## src/rtl/reg_bank_write_pkg.sv

```systemverilog
// Purpose   : shared constants and state encoding for the register-file write side and its read mux.
// Latency   : n/a (declarations only).
// Backpress.: n/a.
// Contents  : NUM_REGS, REG_ADDR_W, LANE_W, sweep state enum.
package reg_bank_write_pkg;

    localparam int NUM_REGS   = 16;
    localparam int REG_ADDR_W = 4;
    localparam int LANE_W     = 8;

    typedef enum logic {
        IDLE  = 1'b0,
        CLEAR = 1'b1
    } sweep_state_t;

    localparam logic [REG_ADDR_W-1:0] LAST_IDX = REG_ADDR_W'(NUM_REGS - 1);

endpackage

```

## src/rtl/reg_bank_write_if.sv

```systemverilog
// Purpose   : write/clear request bundle between the CPU write port and the register file.
// Latency   : n/a (wiring only).
// Backpress.: busy from the slave means requests are dropped, not held.
// Ports     : master drives wr_en/wr_addr/wr_data/wr_byte_en/clr_req; slave drives busy/wr_ack.
interface reg_bank_write_if
    import reg_bank_write_pkg::*;
#(
    parameter int WIDTH = 16
) ();

    logic                  wr_en;
    logic [REG_ADDR_W-1:0] wr_addr;
    logic [WIDTH-1:0]      wr_data;
    logic [1:0]            wr_byte_en;
    logic                  clr_req;
    logic                  busy;
    logic                  wr_ack;

    modport master (
        output wr_en, wr_addr, wr_data, wr_byte_en, clr_req,
        input  busy, wr_ack
    );

    modport slave (
        input  wr_en, wr_addr, wr_data, wr_byte_en, clr_req,
        output busy, wr_ack
    );

endinterface

```

## src/rtl/reg_bank_write_decoder.sv

```systemverilog
// Purpose   : 4-to-16 one-hot decoder with a global enable.
// Latency   : combinational.
// Backpress.: none; output is all-zero while en is low.
// Ports     : en, addr in; onehot out.
module reg_write_decoder
    import reg_bank_write_pkg::*;
(
    input  logic                  en,
    input  logic [REG_ADDR_W-1:0] addr,
    output logic [NUM_REGS-1:0]   onehot
);

    always_comb begin
        onehot = '0;
        if (en) begin
            onehot[addr] = 1'b1;
        end
    end

endmodule

```

## src/rtl/reg_bank_write.sv

```systemverilog
// Purpose   : sixteen WIDTH-bit registers with byte-lane masked writes and a one-per-cycle bulk clear.
// Latency   : write visible and wr_ack high the cycle after the sampling edge; clear takes 16 edges.
// Backpress.: while busy, writes and further clear requests are dropped (no ack, no retry).
// Ports     : clk, reset_n, bus (slave: write/clear request, busy, wr_ack), data_out0..data_out15.
module reg_bank_write
    import reg_bank_write_pkg::*;
#(
    parameter int               WIDTH       = 16,
    parameter logic [WIDTH-1:0] CLEAR_VALUE = '0
) (
    input  logic               clk,
    input  logic               reset_n,
    reg_bank_write_if.slave    bus,
    output logic [WIDTH-1:0]   data_out0,
    output logic [WIDTH-1:0]   data_out1,
    output logic [WIDTH-1:0]   data_out2,
    output logic [WIDTH-1:0]   data_out3,
    output logic [WIDTH-1:0]   data_out4,
    output logic [WIDTH-1:0]   data_out5,
    output logic [WIDTH-1:0]   data_out6,
    output logic [WIDTH-1:0]   data_out7,
    output logic [WIDTH-1:0]   data_out8,
    output logic [WIDTH-1:0]   data_out9,
    output logic [WIDTH-1:0]   data_out10,
    output logic [WIDTH-1:0]   data_out11,
    output logic [WIDTH-1:0]   data_out12,
    output logic [WIDTH-1:0]   data_out13,
    output logic [WIDTH-1:0]   data_out14,
    output logic [WIDTH-1:0]   data_out15
);

    sweep_state_t          state_q;
    sweep_state_t          state_d;
    logic [REG_ADDR_W-1:0] idx_q;
    logic                  wr_ack_q;
    logic                  write_ok;
    logic                  sweeping;
    logic [NUM_REGS-1:0]   wr_hot;
    logic [NUM_REGS-1:0]   clr_hot;
    logic [WIDTH-1:0]      regs [NUM_REGS];

    // A clear request on the same edge as a write takes priority, so the
    // write path is only opened when idle and no clear is being requested.
    assign write_ok = bus.wr_en && (state_q == IDLE) && !bus.clr_req;
    assign sweeping = (state_q == CLEAR);

    reg_write_decoder u_wr_dec (
        .en     (write_ok),
        .addr   (bus.wr_addr),
        .onehot (wr_hot)
    );

    reg_write_decoder u_clr_dec (
        .en     (sweeping),
        .addr   (idx_q),
        .onehot (clr_hot)
    );

    always_comb begin
        state_d = state_q;
        case (state_q)
            IDLE:    if (bus.clr_req)     state_d = CLEAR;
            CLEAR:   if (idx_q == LAST_IDX) state_d = IDLE;
            default: state_d = IDLE;
        endcase
    end

    // idx only advances during the sweep; the 4-bit counter wraps 15 -> 0
    // on the exit edge, so the next sweep starts at register 0.
    always_ff @(posedge clk or negedge reset_n) begin
        if (!reset_n) begin
            state_q  <= IDLE;
            idx_q    <= '0;
            wr_ack_q <= 1'b0;
        end else begin
            state_q  <= state_d;
            wr_ack_q <= write_ok;
            if (sweeping) begin
                idx_q <= idx_q + 1'b1;
            end
        end
    end

    // Reset forces zero, not CLEAR_VALUE; only the sweep writes CLEAR_VALUE.
    always_ff @(posedge clk or negedge reset_n) begin
        if (!reset_n) begin
            for (int i = 0; i < NUM_REGS; i++) begin
                regs[i] <= '0;
            end
        end else begin
            for (int i = 0; i < NUM_REGS; i++) begin
                if (clr_hot[i]) begin
                    regs[i] <= CLEAR_VALUE;
                end else if (wr_hot[i]) begin
                    if (bus.wr_byte_en[0]) regs[i][LANE_W-1:0]     <= bus.wr_data[LANE_W-1:0];
                    if (bus.wr_byte_en[1]) regs[i][WIDTH-1:LANE_W] <= bus.wr_data[WIDTH-1:LANE_W];
                end
            end
        end
    end

    assign bus.busy   = sweeping;
    assign bus.wr_ack = wr_ack_q;

    assign data_out0  = regs[0];
    assign data_out1  = regs[1];
    assign data_out2  = regs[2];
    assign data_out3  = regs[3];
    assign data_out4  = regs[4];
    assign data_out5  = regs[5];
    assign data_out6  = regs[6];
    assign data_out7  = regs[7];
    assign data_out8  = regs[8];
    assign data_out9  = regs[9];
    assign data_out10 = regs[10];
    assign data_out11 = regs[11];
    assign data_out12 = regs[12];
    assign data_out13 = regs[13];
    assign data_out14 = regs[14];
    assign data_out15 = regs[15];

endmodule
```

## src/flat_wrapper.sv

```systemverilog
// flat-port wrapper written by rule: the top's interface ports become plain ports
module reg_bank_write_flat import reg_bank_write_pkg::*;
#(
    parameter int               WIDTH       = 16,
    parameter logic [WIDTH-1:0] CLEAR_VALUE = '0
)
  (clk, reset_n, data_out0, data_out1, data_out2, data_out3, data_out4, data_out5, data_out6, data_out7, data_out8, data_out9, data_out10, data_out11, data_out12, data_out13, data_out14, data_out15, bus_wr_en, bus_wr_addr, bus_wr_data, bus_wr_byte_en, bus_clr_req, bus_busy, bus_wr_ack);
  reg_bank_write_if #(.WIDTH(WIDTH)) bus_i ();
  input  logic clk;
  input  logic reset_n;
  output logic [WIDTH-1:0] data_out0;
  output logic [WIDTH-1:0] data_out1;
  output logic [WIDTH-1:0] data_out2;
  output logic [WIDTH-1:0] data_out3;
  output logic [WIDTH-1:0] data_out4;
  output logic [WIDTH-1:0] data_out5;
  output logic [WIDTH-1:0] data_out6;
  output logic [WIDTH-1:0] data_out7;
  output logic [WIDTH-1:0] data_out8;
  output logic [WIDTH-1:0] data_out9;
  output logic [WIDTH-1:0] data_out10;
  output logic [WIDTH-1:0] data_out11;
  output logic [WIDTH-1:0] data_out12;
  output logic [WIDTH-1:0] data_out13;
  output logic [WIDTH-1:0] data_out14;
  output logic [WIDTH-1:0] data_out15;
  input wire logic [$bits(bus_i.wr_en)-1:0] bus_wr_en;
  input wire logic [$bits(bus_i.wr_addr)-1:0] bus_wr_addr;
  input wire logic [$bits(bus_i.wr_data)-1:0] bus_wr_data;
  input wire logic [$bits(bus_i.wr_byte_en)-1:0] bus_wr_byte_en;
  input wire logic [$bits(bus_i.clr_req)-1:0] bus_clr_req;
  output wire logic [$bits(bus_i.busy)-1:0] bus_busy;
  output wire logic [$bits(bus_i.wr_ack)-1:0] bus_wr_ack;
  assign bus_i.wr_en = bus_wr_en;
  assign bus_i.wr_addr = bus_wr_addr;
  assign bus_i.wr_data = bus_wr_data;
  assign bus_i.wr_byte_en = bus_wr_byte_en;
  assign bus_i.clr_req = bus_clr_req;
  assign bus_busy = bus_i.busy;
  assign bus_wr_ack = bus_i.wr_ack;
  reg_bank_write #(.WIDTH(WIDTH), .CLEAR_VALUE(CLEAR_VALUE)) u_core (.clk(clk), .reset_n(reset_n), .bus(bus_i), .data_out0(data_out0), .data_out1(data_out1), .data_out2(data_out2), .data_out3(data_out3), .data_out4(data_out4), .data_out5(data_out5), .data_out6(data_out6), .data_out7(data_out7), .data_out8(data_out8), .data_out9(data_out9), .data_out10(data_out10), .data_out11(data_out11), .data_out12(data_out12), .data_out13(data_out13), .data_out14(data_out14), .data_out15(data_out15));
endmodule
```

## config.mk

```make
export PLATFORM = sky130hd
export DESIGN_NAME = reg_bank_write_flat
export DESIGN_NICKNAME = d
export VERILOG_FILES = /design/src/rtl/reg_bank_write_pkg.sv /design/src/rtl/reg_bank_write_if.sv /design/src/rtl/reg_bank_write_decoder.sv /design/src/rtl/reg_bank_write.sv /design/src/flat_wrapper.sv
export SDC_FILE = /design/constraint.sdc
export NUM_CORES = 1
export LEC_CHECK = 0
export ABC_AREA = 1
export ABC_CLOCK_PERIOD_IN_PS = 3400
export BUFFER_PORTS_ARGS = -buffer_cell sky130_fd_sc_hd__buf_2
export CAP_MARGIN = 25
export CORE_MARGIN = 2
export CORE_UTILIZATION = 57
export DETAILED_ROUTE_END_ITERATION = 12
export GPL_ROUTABILITY_DRIVEN = 0
export PLACE_DENSITY = 0.85
export SLEW_MARGIN = 10
export SYNTH_ARGS = -nofsm -noshare
export SYNTH_HDL_FRONTEND = slang
export SYNTH_SLANG_ARGS = --single-unit
```

## constraint.sdc

```tcl
create_clock -name clk -period 3.4 [get_ports clk]
set_input_delay 0.34 -clock clk [delete_from_list [all_inputs] [get_ports clk]]
set_output_delay 0.34 -clock clk [all_outputs]
set_load 0.1 [all_outputs]
```

==> out/qor.txt <==
outcome = complete, no violations
final hold viol count = 0
Stages on worst setup path = 7
Worst Path Max Fanout = 45
Min-Delay Endpoint = u_core.bus.busy$_DFF_PN0_
critical path's largest stage delay = 640 ps
CTS tree = done
drt wl/cell = 19.18 um
Place WS = 1175 ps
worst flop-to-flop path startpoint = u_core.bus.busy$_DFF_PN0_
IO Count = 284
Port Buffer Count = 283
Req. time, crit path = 3860 ps
via-per-instance ratio = 5.621
vias in the first global route = 9263
Root Buffer = clkbuf_16
share of layout cells above drive strength 1 = 24.44%
Total Nets Final = 1536
Crit path buffers/inverters = 1
critical path class = register to register
DR vias = 10050
mapped cell area = 11240 um^2
post-synthesis compound-gate area fraction = 0.08906%
simple-gate share of the synthesized area = 37.50%
post-DP HPWL = 23320 um
Post-Synth XOR/XNOR Area = 0.2338%
setup tns final = 0 ps
Crit Reg-Reg Endpoint = u_core.data_out9[9]$_DFFE_PN0P_
Max Slew Vio Count = 0
delay-heaviest family, CP = simple AND/OR/NAND/NOR gates
worst hold stages = 3
crit start category = register
peak supply drop = 0.5215 mV
pin count of the biggest net entering global routing = 122
HP Start = bus_clr_req
post-synthesis mux area share = 0%
Adder-Cell Fraction of Synth Area = 0.4453%
placed cells = 1741
clock sinks = 262
largest family of logic cells by synthesized area = simple AND/OR/NAND/NOR gates
PD cells = 637.7 nW/um^2
Tot Pwr = 8.689 mW
commonest non-fill, non-tap cell in the layout = nand2_1
core area = 19400 um^2
Area growth syn-to-layout = 21.22%
final setup margin = 1134 ps
crit path DAT = 2730 ps
yosys warns = 0
Max clock buf depth = 3
Hold Path Class = input port to register
CTS buffer count = 27
placed cell areas = 12760 um^2
Slowest-stage cell, CP = nor2_8
standby leakage power = 8.434 nW
Total GRT Usage = 32.31%
Post-Route Utilization = 70.23%
most frequent CP cell = nand2_1
initial antenna violation count = 1
max_cap viols = 0
endpoint class of the critical path = register
drt first-iter violations = 779
Gate Count Post-Synth = 1253
RSZ-0062 raised after global routing = false
die extent in x = 144.4 um
Layout fillers = 1541
Layout Skew = 5.348 ps
FF+latch count, synth = 262
Finished Cell Area = 13620 um^2
initial core utilization = 57.94%
Final Hold Slack = 154.2 ps
min cycle time layout = 2266 ps
Post-Layout Cell Count = 1788
syn_area_per_cell = 8.970 um^2
global-route wire length before repair = 51840 um
cell chain of the critical path = inv_2, nand2_4, nor2_8, nand2_1, nor2_2, nand2_1, nand2_1
Achievable Freq = 0.4413 GHz
final WL = 34290 um
clk_lat worst skew = 520 ps
number of distinct library cells after synthesis = 24
sequential share of the synthesized area = 58.33%
most frequent cells in the layout = nand2_1, nand3_1, buf_2
Worst-path clk slew = 60 ps
grt total ovfl = 0
final setup vio count = 0
row count = 51
final period utilization = 66.65%
Worst Reg-to-Reg Cells = 7
Die Y = 144.4 um
worst rel slew slack = 36.24%
r2r setup slk = 1130 ps
H-tree levels = 1
syn nets = 1283
Least-Margin Pin Slew = 956.5 ps
DRC = 0
Routed Antenna Nets = 0
die area = 20860 um^2
First-pass DRT Iterations = 5
[per-layer routing]
metal | global-route usage (%) | share of wire, %
met1 | 43.39 | 39
met2 | 52.81 | 48
met3 | 7.881 | 11
met4 | 9.198 | 2.5
met5 | 0 | 0
[Yosys cell counts]
| library cell | count | area (um^2) |
|---|---|---|
| buf_12 | 1 | 20.02 |
| inv_2 | 3 | 11.26 |
| nor2_8 | 15 | 300.3 |
| nand3_4 | 2 | 35.03 |
| ha_1 | 4 | 50.05 |
| buf_4 | 7 | 52.55 |
| nand2_4 | 8 | 90.09 |
| nand3_1 | 335 | 1677 |
| dfrtp_1 | 262 | 6556 |
| nand4_1 | 1 | 6.260 |
| clkinv_2 | 2 | 10.01 |
| a21oi_1 | 1 | 5.000 |
| nor2_4 | 10 | 112.6 |
| o21ai_0 | 1 | 5.000 |
| nand2_1 | 501 | 1881 |
| xor2_1 | 3 | 26.28 |
| clkbuf_1 | 48 | 180.2 |
| buf_2 | 5 | 25.02 |
| inv_1 | 13 | 48.80 |
| nor2_2 | 4 | 25.02 |
| nor2_1 | 21 | 78.83 |
| buf_6 | 2 | 22.52 |
| nand3_2 | 1 | 10.01 |
| buf_1 | 3 | 11.26 |
[worst min-delay path: cells and delay by family]
kind,cells,cell delay [ps]
compound gates,1,50
simple gates,1,100
buf+inv,1,140
[timing repair]
action | in CTS | in global routing
hold buffers | 1 | 0
hold endpoints to repair | 117 | 0
resized for setup | 0 | 0
buffers inserted | 0 | 0
[power breakdown]
part | switching [mW] | internal [mW]
combinational | 2.06 | 0.278
sequential | 0.146 | 3.31
clock | 1.19 | 1.70
[worst max-delay path by stage]
stage	startpoint	to
floorplan	u_core.bus.busy$_DFF_PN0_	u_core.data_out3[0]$_DFFE_PN0P_
global placement	u_core.bus.busy$_DFF_PN0_	u_core.data_out14[3]$_DFFE_PN0P_
detailed placement	u_core.bus.busy$_DFF_PN0_	u_core.data_out14[1]$_DFFE_PN0P_
CTS	u_core.bus.busy$_DFF_PN0_	u_core.data_out14[1]$_DFFE_PN0P_
global route	u_core.bus.busy$_DFF_PN0_	u_core.data_out14[1]$_DFFE_PN0P_
finish	u_core.bus.busy$_DFF_PN0_	u_core.data_out9[9]$_DFFE_PN0P_
[layout make-up]
class	instances	area (um^2)	area share, %
Clock inverter	3	43.79	0.3214
Tap cell	265	331.6	2.434
Clock buffer	42	812.0	5.960
Sequential cell	262	6556	48.12
Inverter	18	70.07	0.5143
Antenna cell	1	2.502	0.01837
Multi-Input combinational cell	907	4302	31.57
Timing Repair Buffer	290	1506	11.06
[cell families (layout without fill, tap and decap cells)]
| family | after synthesis | after routing |
|---|---|---|
| other | 0 | 1 |
| AO/OA/AOI/OAI | 2 | 2 |
| buffers and inverters | 84 | 353 |
| flip-flops | 262 | 262 |
| AND/OR/NAND/NOR | 898 | 898 |
| XOR/XNOR | 3 | 3 |
| adder cells (fa/ha/maj) | 4 | 4 |
[state kept, by name, indices dropped and copies added, names as in the netlist, 4 cells and up]
register,flops
u_core.data_out0,16
u_core.data_out10,16
u_core.data_out11,16
u_core.data_out12,16
u_core.data_out13,16
u_core.data_out14,16
u_core.data_out15,16
u_core.data_out1,16
u_core.data_out2,16
u_core.data_out3,16
u_core.data_out4,16
u_core.data_out5,16
u_core.data_out6,16
u_core.data_out7,16
u_core.data_out8,16
u_core.data_out9,16
u_core.idx_q,4
No activity file was read; power rests on OpenSTA's default activity.
